===== config.mk =====
export PLATFORM = sky130hd
export DESIGN_NAME = spi_frame_ctrl
export DESIGN_NICKNAME = d
export VERILOG_FILES = /design/src/rtl/spi_frame_ctrl.sv
export SDC_FILE = /design/constraint.sdc
export NUM_CORES = 1
export LEC_CHECK = 0
export CORE_AREA = 10 10 109 111
export DETAILED_ROUTE_END_ITERATION = 6
export DIE_AREA = 0 0 119 121
export PLACE_DENSITY = 0.63
export SLEW_MARGIN = 10
export SYNTH_ARGS = -nofsm -noshare
export SYNTH_HDL_FRONTEND = slang
export SYNTH_SLANG_ARGS = --single-unit

===== constraint.sdc =====
create_clock -name clk -period 2.65 [get_ports clk]
set_input_delay 0.265 -clock clk [delete_from_list [all_inputs] [get_ports clk]]
set_output_delay 0.265 -clock clk [all_outputs]
set_load 0.05 [all_outputs]

===== src/rtl/spi_frame_ctrl.sv =====
// spi_frame_ctrl: byte FIFO feeding an SPI framing/shift stage.
// Define SPI_FRAME_LSB_FIRST_EN to shift LSB first.
module spi_frame_ctrl #(
  parameter int DEPTH = 4,
  parameter int BITS  = 8,
  parameter int GAP   = 2
) (
  input  logic            clk,
  input  logic            rst,
  input  logic            wr_en,
  input  logic [BITS-1:0] wr_data,
  input  logic            wr_last,
  output logic            full,
  output logic            empty,
  output logic            busy,
  output logic            ss,
  output logic            sdo,
  input  logic            sdi,
  output logic            rx_valid,
  output logic [BITS-1:0] rx_data,
  output logic            ovf
);

  localparam int AW = $clog2(DEPTH);
  localparam int BW = $clog2(BITS);
  localparam int GW = (GAP > 1) ? $clog2(GAP) : 1;

  typedef enum logic [2:0] {
    IDLE,
    LOAD,
    SHIFT,
    STALL,
    GAP_HI
  } state_t;

`ifdef SPI_FRAME_LSB_FIRST_EN
  function automatic logic first_bit(
    input logic [BITS-1:0] d
  );
    return d[0];
  endfunction

  function automatic logic [BITS-1:0] tx_adv(
    input logic [BITS-1:0] d
  );
    return d >> 1;
  endfunction

  function automatic logic [BITS-1:0] rx_ins(
    input logic [BITS-1:0] r,
    input logic            b
  );
    return {b, r[BITS-1:1]};
  endfunction
`else
  function automatic logic first_bit(
    input logic [BITS-1:0] d
  );
    return d[BITS-1];
  endfunction

  function automatic logic [BITS-1:0] tx_adv(
    input logic [BITS-1:0] d
  );
    return d << 1;
  endfunction

  function automatic logic [BITS-1:0] rx_ins(
    input logic [BITS-1:0] r,
    input logic            b
  );
    return {r[BITS-2:0], b};
  endfunction
`endif

  logic [BITS:0]   mem [DEPTH];
  logic [AW-1:0]   wp;
  logic [AW-1:0]   rp;
  logic [AW:0]     cnt;
  logic            push;
  logic            pop;
  logic [BITS:0]   head;
  logic [BITS-1:0] head_data;

  assign full      = cnt == (AW+1)'(DEPTH);
  assign empty     = cnt == '0;
  assign push      = wr_en && !full;
  assign head      = mem[rp];
  assign head_data = head[BITS-1:0];

  always_ff @(posedge clk) begin
    if (push) mem[wp] <= {wr_last, wr_data};
  end

  always_ff @(posedge clk or negedge rst) begin
    if (!rst) begin
      wp  <= '0;
      rp  <= '0;
      cnt <= '0;
      ovf <= 1'b0;
    end else begin
      if (push) wp <= wp + AW'(1);
      if (pop)  rp <= rp + AW'(1);
      if (push && !pop)
        cnt <= cnt + (AW+1)'(1);
      else if (pop && !push)
        cnt <= cnt - (AW+1)'(1);
      if (wr_en && full) ovf <= 1'b1;
    end
  end

  state_t          state;
  state_t          state_d;
  logic [BITS-1:0] tx_sr;
  logic [BITS-1:0] rx_sr;
  logic [BW-1:0]   bit_cnt;
  logic [GW-1:0]   gap_cnt;
  logic            last_q;
  logic            done;
  logic            ss_d;
  logic            sdo_d;

  always_comb begin
    state_d = state;
    pop     = 1'b0;
    done    = 1'b0;
    ss_d    = ss;
    sdo_d   = sdo;
    unique case (state)
      IDLE: begin
        ss_d  = 1'b1;
        sdo_d = 1'b0;
        if (!empty) state_d = LOAD;
      end
      LOAD: begin
        pop     = 1'b1;
        ss_d    = 1'b0;
        sdo_d   = first_bit(head_data);
        state_d = SHIFT;
      end
      SHIFT: begin
        if (bit_cnt == '0) begin
          done = 1'b1;
          if (last_q) begin
            ss_d    = 1'b1;
            sdo_d   = 1'b0;
            state_d = GAP_HI;
          end else if (!empty) begin
            pop   = 1'b1;
            sdo_d = first_bit(head_data);
          end else begin
            sdo_d   = 1'b0;
            state_d = STALL;
          end
        end else begin
          sdo_d = first_bit(tx_sr);
        end
      end
      STALL: begin
        sdo_d = 1'b0;
        if (!empty) begin
          pop     = 1'b1;
          sdo_d   = first_bit(head_data);
          state_d = SHIFT;
        end
      end
      GAP_HI: begin
        ss_d  = 1'b1;
        sdo_d = 1'b0;
        // A queued frame goes straight to LOAD so ss stays high GAP+1.
        if (gap_cnt == '0)
          state_d = empty ? IDLE : LOAD;
      end
      default: state_d = IDLE;
    endcase
  end

  always_ff @(posedge clk or negedge rst) begin
    if (!rst) begin
      state    <= IDLE;
      busy     <= 1'b0;
      ss       <= 1'b1;
      sdo      <= 1'b0;
      rx_valid <= 1'b0;
      rx_data  <= '0;
      tx_sr    <= '0;
      rx_sr    <= '0;
      bit_cnt  <= '0;
      gap_cnt  <= '0;
      last_q   <= 1'b0;
    end else begin
      state    <= state_d;
      busy     <= state_d != IDLE;
      ss       <= ss_d;
      sdo      <= sdo_d;
      rx_valid <= done;
      if (pop) begin
        tx_sr   <= tx_adv(head_data);
        last_q  <= head[BITS];
        bit_cnt <= BW'(BITS - 1);
      end else if (state == SHIFT) begin
        tx_sr   <= tx_adv(tx_sr);
        bit_cnt <= bit_cnt - BW'(1);
      end
      if (state == SHIFT) rx_sr <= rx_ins(rx_sr, sdi);
      if (done) rx_data <= rx_ins(rx_sr, sdi);
      if (state_d == GAP_HI && state != GAP_HI)
        gap_cnt <= GW'(GAP - 1);
      else if (state == GAP_HI)
        gap_cnt <= gap_cnt - GW'(1);
    end
  end

endmodule


==> results of run 1 <==
## cells by family (layout without fill, tap and decap cells)
family,after synthesis,in the layout
and+or+nand+nor,32,32
muxes,40,40
AOI/OAI and AO/OA,19,19
adders and majority gates,8,8
DFF,78,78
xor gates and xnor gates,7,7
buffers and inverters,17,56
## worst max-delay path by stage
stage | from | endpoint | slack [ps] | depth (start not counted)
after floorplan | cnt[1] | cnt[1] | 150 | 7
after global placement | cnt[0] | cnt[2] | 400 | 8
after detailed placement | cnt[0] | cnt[2] | 320 | 8
after CTS | cnt[1] | cnt[2] | 320 | 8
after global routing | cnt[1] | cnt[2] | 230 | 8
final | cnt[1] | cnt[2] | 340 | 8
## synth_stat cells, types with 2 or more instances
| library cell | instances | area, um^2 |
|---|---|---|
| mux2_2 | 26 | 293 |
| and2_1 | 5 | 31.3 |
| nor2_1 | 4 | 15.0 |
| xnor2_1 | 5 | 43.8 |
| mux2_4 | 5 | 75.1 |
| dfrtp_1 | 41 | 1030 |
| o21ai_0 | 5 | 25.0 |
| inv_1 | 8 | 30.0 |
| nor2b_1 | 3 | 18.8 |
| nand2_1 | 3 | 11.3 |
| nor3b_1 | 2 | 15.0 |
| buf_2 | 2 | 10.0 |
| mux4_2 | 9 | 203 |
| clkbuf_1 | 3 | 11.3 |
| and3_1 | 2 | 12.5 |
| ha_1 | 7 | 87.6 |
| nand2b_1 | 2 | 12.5 |
| nor3_1 | 2 | 10.0 |
| xor2_1 | 2 | 17.5 |
| buf_4 | 2 | 15.0 |
| edfxtp_1 | 36 | 1080 |
| a21oi_1 | 5 | 25.0 |
| nand3b_1 | 2 | 15.0 |
## critical path, delay by kind of cell, from the launching register on
kind	cells	cell delay (ps)
AND/OR/NAND/NOR	2	710
XOR/XNOR	2	320
buffers and inverters	1	70
flip-flops	1	450
AO/OA/AOI/OAI	1	110
adder cells (fa/ha/maj)	2	580
## report_power, final
part           total (mW)  switching (mW)  internal, mW
clock               0.914           0.466         0.448
combinational        2.05            1.03          1.02
sequential           1.98           0.274          1.70
## cell type report
type | count | area [um^2]
Clock inverter | 7 | 78.8
Fill cell | 917 | 5710
Tap cell | 133 | 166
Timing Repair Buffer | 32 | 303
Multi-Input combinational cell | 106 | 1090
Sequential cell | 78 | 2130
Clock buffer | 9 | 124
Inverter | 8 | 30.0
## state kept, by name, indices dropped and copies added, names as in the netlist, 2 cells and up
name and count:
rx_data 8, rx_sr 7, rp 2, mem 36, state 3, tx_sr 7, wp 2, bit_cnt 3
cnt 3
## layer usage
layer	GRT usage (%)	routed length [um]
met5	0	0
met4	3.89	98
met3	2.33	219
met2	13.1	2740
met1	9.97	2500
==> flow_summary.json, run 1 <==
{
  "synth-xor-area-share_pct": 1.85,
  "drt_pre_antenna_iters": 4,
  "final.setup.worst_slack_ps": 336,
  "insertion_delay_ps": 340,
  "antenna_cells": 0,
  "tns_ps": 0,
  "yosys.area_share.simple_pct": 6.26,
  "synth_mux_area_share_pct": 17.2,
  "cp.arrival_ps": 2590,
  "final_common_cell": "dfrtp_1",
  "grt_overflow_total": 0,
  "end_kind": "flip-flop",
  "final_cell_mix": "dfrtp_1 (41), edfxtp_1 (36), mux2_2 (26), clkdlybuf4s50_1 (26)",
  "antenna_found_initial": 0,
  "r2r-end": "cnt[2]",
  "r2r_start": "cnt[1]",
  "holdWs_ps": 67.5,
  "leakage_nw": 1.50,
  "start_kind": "flip-flop",
  "tightest_slew_ps": 964,
  "ys_seq_elements": 78,
  "crit_required_ps": 2930,
  "finalHoldViolCount": 0,
  "cts_tree": "yes",
  "grt_pass1_vias": 1904,
  "fmaxAchievable_mhz": 432,
  "placedCellCount": 357,
  "ys_warn_count": 0,
  "wl_per_cell_um": 14.9,
  "path_class": "reg2reg",
  "cap_violations": 0,
  "worstPathCellList": "or4b_4 > o211ai_4 > ha_1 > inv_1 > fa_1 > xor2_1 > nor2_1 > xor2_1",
  "io_pins": 28,
  "die_w_um": 119,
  "ys.flop_type": "dfrtp_1",
  "hpwl_um": 3780,
  "routabilityCongestion": 0.817,
  "die_h_um": 121,
  "netlist_instances": 201,
  "finalClockSkew_ps": 10.6,
  "critical_path.max_stage_delay_ps": 600,
  "path_clk_slew_ps": 90,
  "utilization_pct": 40.7,
  "synth_compound_area_share_pct": 4.19,
  "slowest_stage": "or4b_4",
  "vias_per_cell": 4.66,
  "core_area_um2": 9640,
  "synth_area_per_cell_um2": 16.5,
  "ant_nets": 0,
  "synth_cell_types": 43,
  "post_dp_cell_area_um2": 3720,
  "synthAdderAreaFrac_pct": 3.24,
  "drv_slew": 0,
  "cts_sinks": 78,
  "setup_viol": 0,
  "synth_top_family_by_area": "multiplexers",
  "rr_worst_depth": 8,
  "cts_setup_buffers": 0,
  "drc": 0,
  "yosysSeqAreaShare_pct": 64.3,
  "placementRows": 36,
  "ir_drop_mv": 0.500,
  "synth-edff-count": 36,
  "period_needed_ps": 2310,
  "drt_iter0_drc": 46,
  "p_total_mw": 4.94,
  "hold_buffers": 0,
  "fin_crit_sh_pct": 87.3,
  "via_count": 1739,
  "clock-root-buffer": "clkbuf_8",
  "layout.nets": 256,
  "ys_async_sr_fraction_pct": 53.8,
  "powerDensity_nw_per_um2": 1260,
  "cts_htree_levels": 3,
  "io_buffers": 27,
  "cts-resized-gates": 0,
  "worst-r2r-setup-slack_ps": 340,
  "die_area_um2": 14400,
  "syn_to_final_growth_pct": 18.4,
  "hold_class": "in2async",
  "post-route-cell-area_um2": 3930,
  "synth.cell_area_um2": 3320,
  "wirelength_um": 5550,
  "grt.total_usage_pct": 8.18,
  "cts-buffers-inserted": 9,
  "cts_buffer_depth": 2,
  "critPathMaxFanout": 5,
  "post_layout_nonfiller_instances": 373,
  "layout-drive-gt1-share_pct": 29.2,
  "status": "completed",
  "synth_nets": 222,
  "grt_max_degree": 43,
  "max_slew_margin_pct": 35.8,
  "place_ws_ps": 323,
  "cp_common_cell": "xor2_1",
  "grt_first_pass_wirelength_um": 9430,
  "rsz0062_at_grt": "no",
  "start_util_pct": 34.4
}
Power figures use the tool's default switching activity.
==> inputs of run 2 (changes only) <==
--- a/config.mk
+++ b/config.mk
@@ -9,6 +9,7 @@
 export DETAILED_ROUTE_END_ITERATION = 6
 export DIE_AREA = 0 0 119 121
 export PLACE_DENSITY = 0.63
+export SKIP_CTS_REPAIR_TIMING = 1
 export SLEW_MARGIN = 10
 export SYNTH_ARGS = -nofsm -noshare
 export SYNTH_HDL_FRONTEND = slang
==> results of run 2 <==
The final DEF is identical to that of run 1; final timing and power are the same.
==> inputs of run 3 (changes only) <==
--- a/config.mk
+++ b/config.mk
@@ -8,6 +8,7 @@
 export CORE_AREA = 10 10 109 111
 export DETAILED_ROUTE_END_ITERATION = 6
 export DIE_AREA = 0 0 119 121
+export GPL_ROUTABILITY_DRIVEN = 0
 export PLACE_DENSITY = 0.63
 export SKIP_CTS_REPAIR_TIMING = 1
 export SLEW_MARGIN = 10
==> results of run 3 <==
The final DEF is identical to that of run 1; final timing and power are the same.
